$ cat src/rtl/bt_pipe_in_source_if.sv
// Pipe-in source handshake bundle: control/status plus the pipe-in endpoint side.
// master = the source block (drives ep_* and status), slave = host logic and consumer.
// inject_err exists only when BTPIPE_SRC_ERR_INJECT_EN is defined.
interface bt_pipe_in_source_if;
    logic        start;
    logic [15:0] num_blocks;
    logic        mode;
    logic        ep_ready;
    logic        ep_blockstrobe;
    logic        ep_write;
    logic [15:0] ep_dataout;
    logic        busy;
    logic        done;
    logic [15:0] blocks_sent;
`ifdef BTPIPE_SRC_ERR_INJECT_EN
    logic        inject_err;

    modport master (
        input  start, num_blocks, mode, ep_ready, inject_err,
        output ep_blockstrobe, ep_write, ep_dataout, busy, done, blocks_sent
    );
    modport slave (
        output start, num_blocks, mode, ep_ready, inject_err,
        input  ep_blockstrobe, ep_write, ep_dataout, busy, done, blocks_sent
    );
`else
    modport master (
        input  start, num_blocks, mode, ep_ready,
        output ep_blockstrobe, ep_write, ep_dataout, busy, done, blocks_sent
    );
    modport slave (
        output start, num_blocks, mode, ep_ready,
        input  ep_blockstrobe, ep_write, ep_dataout, busy, done, blocks_sent
    );
`endif
endinterface

$ cat src/rtl/bt_pipe_in_source.sv
// Block-throttled pipe-in source: sends num_blocks blocks of LFSR/counter words, one block per ep_ready grant.
// Latency: start@T -> busy@T+1, strobe@T+2, first write@T+3 when ep_ready is already high.
// Backpressure: ep_ready is sampled only at block boundaries; a started block always runs to completion.
// Optional BTPIPE_SRC_ERR_INJECT_EN adds inject_err, which flips bit 0 of the next written word.
module bt_pipe_in_source #(
    parameter int BLOCK_LEN  = 256,
    parameter int GAP_CYCLES = 2
) (
    input  logic               clk,
    input  logic               reset,
    bt_pipe_in_source_if.master bus
);

    typedef enum logic [2:0] {
        IDLE     = 3'd0,
        WAIT_RDY = 3'd1,
        STROBE   = 3'd2,
        BURST    = 3'd3,
        GAP      = 3'd4,
        FIN      = 3'd5
    } state_t;

    localparam logic [15:0] LAST_IDX = 16'(BLOCK_LEN - 1);
    localparam logic [7:0]  GAP_LAST = 8'(GAP_CYCLES - 1);

    state_t      state;
    state_t      next_state;
    logic [15:0] num_blocks_q;
    logic        mode_q;
    logic [31:0] lfsr;
    logic [15:0] cnt;
    logic [15:0] word_idx;
    logic [7:0]  gap_cnt;
    logic [15:0] blocks_sent_q;
    logic        write_q;
    logic [15:0] data_q;
    logic        lfsr_fb;
    logic        last_word;
    logic        last_block;
    logic        inj;
    logic [15:0] gen_word;
    logic        accept_start;

    assign lfsr_fb      = lfsr[31] ^ lfsr[21] ^ lfsr[1] ^ lfsr[0];
    assign gen_word     = mode_q ? cnt : lfsr[15:0];
    assign last_word    = (state == BURST) && (word_idx == LAST_IDX);
    // 17-bit compare so num_blocks = 16'hFFFF terminates without wrapping blocks_sent.
    assign last_block   = (({1'b0, blocks_sent_q} + 17'd1) == {1'b0, num_blocks_q});
    assign accept_start = (state == IDLE) && bus.start;

`ifdef BTPIPE_SRC_ERR_INJECT_EN
    assign inj = bus.inject_err;
`else
    assign inj = 1'b0;
`endif

    // State register.
    always_ff @(posedge clk or posedge reset) begin
        if (reset) begin
            state <= IDLE;
        end else begin
            state <= next_state;
        end
    end

    // Next-state logic; start outside IDLE is ignored by construction.
    always_comb begin
        next_state = state;
        case (state)
            IDLE: begin
                if (bus.start) begin
                    next_state = (bus.num_blocks == 16'd0) ? FIN : WAIT_RDY;
                end
            end
            WAIT_RDY: begin
                if (bus.ep_ready) begin
                    next_state = STROBE;
                end
            end
            STROBE: begin
                next_state = BURST;
            end
            BURST: begin
                if (last_word) begin
                    if (last_block) begin
                        next_state = FIN;
                    end else if (GAP_CYCLES == 0) begin
                        next_state = WAIT_RDY;
                    end else begin
                        next_state = GAP;
                    end
                end
            end
            GAP: begin
                if (gap_cnt == GAP_LAST) begin
                    next_state = WAIT_RDY;
                end
            end
            FIN: begin
                next_state = IDLE;
            end
            default: begin
                next_state = IDLE;
            end
        endcase
    end

    // Transfer configuration latch and data generator; reseeded only on an accepted start.
    always_ff @(posedge clk or posedge reset) begin
        if (reset) begin
            num_blocks_q <= 16'd0;
            mode_q       <= 1'b0;
            lfsr         <= 32'h0000_0001;
            cnt          <= 16'h0001;
        end else if (accept_start) begin
            num_blocks_q <= bus.num_blocks;
            mode_q       <= bus.mode;
            lfsr         <= 32'h0000_0001;
            cnt          <= 16'h0001;
        end else if (next_state == BURST) begin
            if (mode_q) begin
                cnt <= cnt + 16'd1;
            end else begin
                lfsr <= {lfsr[30:0], lfsr_fb};
            end
        end
    end

    // Word/data registers: loaded from the generator whenever the next cycle is a write cycle.
    always_ff @(posedge clk or posedge reset) begin
        if (reset) begin
            write_q <= 1'b0;
            data_q  <= 16'd0;
        end else if (next_state == BURST) begin
            write_q <= 1'b1;
            data_q  <= gen_word ^ {15'd0, inj};
        end else begin
            write_q <= 1'b0;
        end
    end

    // In-block word index, gap timer and completed-block count.
    always_ff @(posedge clk or posedge reset) begin
        if (reset) begin
            word_idx      <= 16'd0;
            gap_cnt       <= 8'd0;
            blocks_sent_q <= 16'd0;
        end else begin
            word_idx <= (state == BURST && !last_word) ? word_idx + 16'd1 : 16'd0;
            gap_cnt  <= (state == GAP) ? gap_cnt + 8'd1 : 8'd0;
            if (accept_start) begin
                blocks_sent_q <= 16'd0;
            end else if (last_word) begin
                blocks_sent_q <= blocks_sent_q + 16'd1;
            end
        end
    end

    assign bus.ep_blockstrobe = (state == STROBE);
    assign bus.ep_write       = write_q;
    assign bus.ep_dataout     = data_q;
    assign bus.busy           = (state == WAIT_RDY) || (state == STROBE) ||
                                (state == BURST) || (state == GAP);
    assign bus.done           = (state == FIN);
    assign bus.blocks_sent    = blocks_sent_q;

endmodule

$ cat src/flat_wrapper.sv
// flat-port wrapper written by rule: the top's interface ports become plain ports
module bt_pipe_in_source_flat 
#(
    parameter int BLOCK_LEN  = 256,
    parameter int GAP_CYCLES = 2
)
  (clk, reset, bus_start, bus_num_blocks, bus_mode, bus_ep_ready, bus_ep_blockstrobe, bus_ep_write, bus_ep_dataout, bus_busy, bus_done, bus_blocks_sent);
  bt_pipe_in_source_if bus_i ();
  input  logic clk;
  input  logic reset;
  input wire logic [$bits(bus_i.start)-1:0] bus_start;
  input wire logic [$bits(bus_i.num_blocks)-1:0] bus_num_blocks;
  input wire logic [$bits(bus_i.mode)-1:0] bus_mode;
  input wire logic [$bits(bus_i.ep_ready)-1:0] bus_ep_ready;
  output wire logic [$bits(bus_i.ep_blockstrobe)-1:0] bus_ep_blockstrobe;
  output wire logic [$bits(bus_i.ep_write)-1:0] bus_ep_write;
  output wire logic [$bits(bus_i.ep_dataout)-1:0] bus_ep_dataout;
  output wire logic [$bits(bus_i.busy)-1:0] bus_busy;
  output wire logic [$bits(bus_i.done)-1:0] bus_done;
  output wire logic [$bits(bus_i.blocks_sent)-1:0] bus_blocks_sent;
  assign bus_i.start = bus_start;
  assign bus_i.num_blocks = bus_num_blocks;
  assign bus_i.mode = bus_mode;
  assign bus_i.ep_ready = bus_ep_ready;
  assign bus_ep_blockstrobe = bus_i.ep_blockstrobe;
  assign bus_ep_write = bus_i.ep_write;
  assign bus_ep_dataout = bus_i.ep_dataout;
  assign bus_busy = bus_i.busy;
  assign bus_done = bus_i.done;
  assign bus_blocks_sent = bus_i.blocks_sent;
  bt_pipe_in_source #(.BLOCK_LEN(BLOCK_LEN), .GAP_CYCLES(GAP_CYCLES)) u_core (.clk(clk), .reset(reset), .bus(bus_i));
endmodule
$ cat config.mk
export PLATFORM = sky130hd
export DESIGN_NAME = bt_pipe_in_source_flat
export DESIGN_NICKNAME = d
export VERILOG_FILES = /design/src/rtl/bt_pipe_in_source_if.sv /design/src/rtl/bt_pipe_in_source.sv /design/src/flat_wrapper.sv
export SDC_FILE = /design/constraint.sdc
export NUM_CORES = 1
export LEC_CHECK = 0
export BUFFER_PORTS_ARGS = -buffer_cell sky130_fd_sc_hd__buf_2
export CAP_MARGIN = 20
export CORE_ASPECT_RATIO = 1.4
export CORE_MARGIN = 2
export CORE_UTILIZATION = 45
export DETAILED_ROUTE_END_ITERATION = 12
export GPL_TIMING_DRIVEN = 1
export SETUP_SLACK_MARGIN = 0.5
export SYNTH_ARGS = -nofsm -noshare
export SYNTH_HDL_FRONTEND = slang
export SYNTH_SLANG_ARGS = --single-unit
$ cat constraint.sdc
create_clock -name clk -period 5.9 [get_ports clk]
set_input_delay 1.18 -clock clk [delete_from_list [all_inputs] [get_ports clk]]
set_output_delay 1.18 -clock clk [all_outputs]
set_load 0.01 [all_outputs]
Yosys cells after proc, flatten, opt, wreduce, memory -nomap -nowiden
Index checks and enable logic that the tools add are counted.

Bitwise logic cells: 3. $mul: 0. Reductions and logical operators: 14. Equal/unequal tests: 10. Muxes and demuxes: 19. $lt $le $gt $ge: 0. Div/mod/pow operators: 0. Add/subtract/negate cells: 5. Shift operators: 0.

Operator list (number): $mux W16 (7); $mux W32 (3); $add A16 B1 Y16 const B (3); $add A16 B1 Y17 const B (1); $eq A17 B16 Y1 (1); $eq A16 B8 Y1 const B (1); $logic_not A16 Y1 (1); $mux W3 (5); $pmux W3 S5 (1); $eq A3 B2 Y1 const B (3); $add A8 B1 Y8 const B (1); $eq A8 B1 Y1 const B (1); $mux W8 (1); $eq A3 B3 Y1 const B (2); $reduce_bool A2 Y1 (3); $reduce_and A2 Y1 (2); $eq A3 B1 Y1 const B (1); $logic_and A1 B1 Y1 (3); $logic_not A3 Y1 (1); $logic_or A1 B1 Y1 (3); $xor A1 B1 Y1 (3); $mux W1 (2); $ne A2 B2 Y1 const B (1); $logic_not A1 Y1 (1).

Memories kept: 0. RAM bits: 0. Bits in registers: 125. ROM bits: 0. Bits of input ports: 21. Output and inout bits: 36. Word-level logic and storage cells: 61. Latch bits: 0.

Depth between registers and ports, before layout
Word-level depth: 8. Gate-level depth with buffers: 10. Gate-level depth less buffers: 8.

Worst setup path after synthesis
OpenSTA, ideal clock, no wires.

Path type: in2reg. From: in bus_ep_ready. To: reg u_core.cnt[10]. Data required time: 5.822 ns. Stages: 7. Library setup time: 0.078 ns. Path slack: 3.360 ns. Buffers on the path: 1. Arrival time: 2.462 ns. Cell sequence: nor3b_1 > a41oi_1 > o32ai_2 > o21ai_2 > buf_6 > or4_1 > a21oi_1.

Word-level cells in the longest chain between the ends: 5.

RTL lines: from (decl) (line flat_wrapper.sv:14) `input wire logic [$bits(bus_i.ep_ready)-1:0] bus_ep_ready;`; $mux W3 (line bt_pipe_in_source.sv:76) `if (bus.ep_ready) begin`; $pmux W3 S5 (line bt_pipe_in_source.sv:69) `case (state)`; $eq A3 B2 Y1 (line bt_pipe_in_source.sv:120) `end else if (next_state == BURST) begin`; $reduce_bool A2 Y1 (no source line); $reduce_and A2 Y1 (no source line); to (signal assigned) (line bt_pipe_in_source.sv:122) `cnt <= cnt + 16'd1;`; to (decl) (line bt_pipe_in_source.sv:31) `logic [15:0] cnt;`.

No other way between the ends. A chain may end at the register's enable or synchronous reset.

Final worst setup path
From: in bus_ep_ready. To: reg u_core.cnt[0].

The elaborated chain is that of the path after synthesis.

==> flow_summary.toml <==
[logic_synthesis]
synth_common_cells = "nand2_1, dfrtp_1, o21ai_0"
netlist.area_leader.share = 0.488
syn_nets = 719
synth_most_common_cell = "nand2_1"
async_flop_share = 1.00
synth_ff_type = "dfrtp_1"
ys_top_cells_by_area = "dfrtp_1, nand2_1, o21ai_0, xor2_1, mux2i_1"
synth-edff-count = 0
synth.yosys.seq_area_share = 0.496
syn_area_per_cell_um2 = 9.11
syn-cell-area_um2 = 6310
syn_inst = 693
ys_seq_elements = 125
yosysUniqueCellTypes = 58
synth_top_area_cell = "dfrtp_1"
yosys_warnings = 0

[min_path]
min_to = "u_core.word_idx[0]$_DFF_PP0_"
hp-start = "u_core.word_idx[0]$_DFF_PP0_"
hold_class = "reg2reg"
min_path_cells = 1

[detailed_routing]
detail-route-antenna-nets = 0
first_pass_iters = 5
drtIter0Drc = 247
drc = 0
wl_per_cell_um = 15.7
via_count = 5169
routed_wl_mm = 14.6
post_drt_via_cell_ratio = 5.58

[final_layout]
fin_area_um2 = 7310
layout.nets = 755
drive_gt1_frac = 0.143
syn2layout_area_growth_pct = 15.8
fillers = 1356
antenna_cells = 0

[clock_tree]
hold_buffers = 0
ctsResizeCount = 0
clk_latency_ns = 0.41
path_clk_slew_ns = 0.05
post-cts-setup-buffer-count = 0
clk_path_buf_depth = 2
cts_tree = "built"
cts_buffers = 17
clockRootBuffer = "clkbuf_16"
h-tree-depth = 4
clock_sinks = 125

[global_routing]
grt_use_met1 = 0.240
use_met3 = 0.0455
grt_max_degree = 79
grt_pass1_wl_mm = 24.6
grtUsageMet2 = 0.360
busiest_layer = "met2"
antenna_found_initial = 0
grt_overflow = 0
grt_pass1_vias = 5104
grt.total_usage = 0.204

[timing]
period_share = 0.491
timing.final.crit_period_ns = 2.90
rsz0062_at_grt = "false"
worst_pin_slew_ns = 1.08
timing.fmax_mhz = 345
setup_violations = 0
fin_skew_ns = 0.00719
hold_ws_ns = 0.447
finalSetupTns_ns = 0
hold_violations = 0
slew_violations = 0
maxSlewHeadroom = 0.280

[worst_setup_path]
r2r_slack_ns = 3.11
required_ns = 6.22
critPathLaunchType = "input pin"
path_class = "in2reg"
cp_max_fo = 43
r2r_start = "u_core.bus.blocks_sent[0]$_DFFE_PP0P_"
worstRegToRegCells = 7
reg2reg_to = "u_core.state[0]$_DFF_PP0_"
cp.arrival_ns = 3.21
end_kind = "register"

[floorplanning]
die_w_um = 104
core_area_um2 = 13800
start_util = 0.458
die_y_um = 144
die-area_um2 = 15000
ios = 57
fp-row-count = 51

[place]
gp_congestion = 0.932
hpwl_mm = 9.92
port_buffers = 56
placed_area_um2 = 6690

[power_and_ir_drop]
vdd_drop_max_mv = 0.201
power.leakage_uw = 0.00325
powerDensity_nw_per_um2 = 421
power_uw = 3080

[job]
cap_violations = 0

[run_status]
status = "completed"
[registers in the layout, summed over array words and instances (netlist names)]
register,cells
u_core.num_blocks_q,16
u_core.word_idx,16
u_core.bus.blocks_sent,16
u_core.state,3
u_core.cnt,16
u_core.bus.ep_write,1
u_core.lfsr,32
u_core.mode_q,1
u_core.gap_cnt,8
u_core.bus.ep_dataout,16
[per-stage QoR]
| stage | instances | worst slack [ns] | util |
|---|---|---|---|
| after floorplan | 693 | 1.40 | - |
| after global placement | 895 | 2.64 | 0.485 |
| after detailed placement | 895 | 2.56 | 0.485 |
| after CTS | 927 | 3.02 | 0.530 |
| after global routing | 927 | 2.75 | 0.530 |
| final | 927 | 3.00 | 0.530 |
[metal layers]
layer	wire length, um	part of all wire
met1	6050	0.41
met2	7620	0.52
met3	536	0.037
met4	392	0.027
met5	0	0
[power breakdown]
group	total (uW)	internal, uW	leakage [uW]	switching, uW
registers	1300	1090	0.00164	203
clock network	1100	739	0.000301	356
logic	690	290	0.00131	400
total	3080	2120	0.00325	959
[worst max-delay path, cell delays in order]
cell and delay, ns:
buf_2 0.11, nor3b_1 0.05, a41oi_1 0.20, o32ai_2 0.17, o21ai_4 0.74, buf_4 0.33
inv_1 0.11, a211oi_1 0.24, a31oi_1 0.07
[layout make-up]
class,instances,area (um^2),share of cell area
inverters,9,36.3,0.00496
clock buffers,25,485,0.0664
clock inverters,7,138,0.0188
well taps,185,231,0.0317
flip-flops and latches,125,3130,0.428
repair buffers,62,325,0.0445
multi-input cells,514,2960,0.405
[logic make-up (layout without fill, tap and decap cells)]
group,count (synthesis),after routing,share of synthesized area
xor gates and xnor gates,41,41,0.0569
buffers and inverters,54,103,0.0369
muxes,20,20,0.0317
adders and majority gates,5,5,0.00991
AOI/OAI and AO/OA,148,148,0.143
DFF,125,125,0.496
and+or+nand+nor,300,300,0.226
[cells in the final DEF, fill, tap and decap left out, drive strengths merged, types with 6 or more instances in the layout]
cell type / synthesis / final
nand2: 152 / 152
dfrtp: 123 / 123
o21ai: 76 / 76
buf: 19 / 62
nor2: 43 / 43
clkbuf: 26 / 25
nand3: 23 / 23
xor2: 23 / 23
a21oi: 21 / 21
mux2i: 20 / 20
xnor2: 18 / 18
o31ai: 16 / 16
nand4: 15 / 15
and3: 13 / 13
inv: 9 / 9
nor4: 8 / 8
or4: 7 / 7
nor2b: 7 / 7
or3: 6 / 6
and2: 6 / 6
a31oi: 6 / 6
[worst max-delay path by stage]
| stage | depth (start not counted) | slack [ns] | end | startpoint |
|---|---|---|---|---|
| 6_report | 9 | 3.00 | u_core.cnt[0]$_DFFE_PP1P_ | bus_ep_ready |
| 5_1_grt | 9 | 2.75 | u_core.cnt[0]$_DFFE_PP1P_ | bus_ep_ready |
| 4_1_cts | 9 | 3.02 | u_core.cnt[0]$_DFFE_PP1P_ | bus_ep_ready |
| 3_5_place_dp | 9 | 2.56 | u_core.cnt[0]$_DFFE_PP1P_ | bus_ep_ready |
| 3_3_place_gp | 9 | 2.64 | u_core.cnt[0]$_DFFE_PP1P_ | bus_ep_ready |
| 2_1_floorplan | 1 | 1.40 | u_core.bus.blocks_sent[0]$_DFFE_PP0P_ | reset |
No activity file was read; power rests on OpenSTA's default activity.
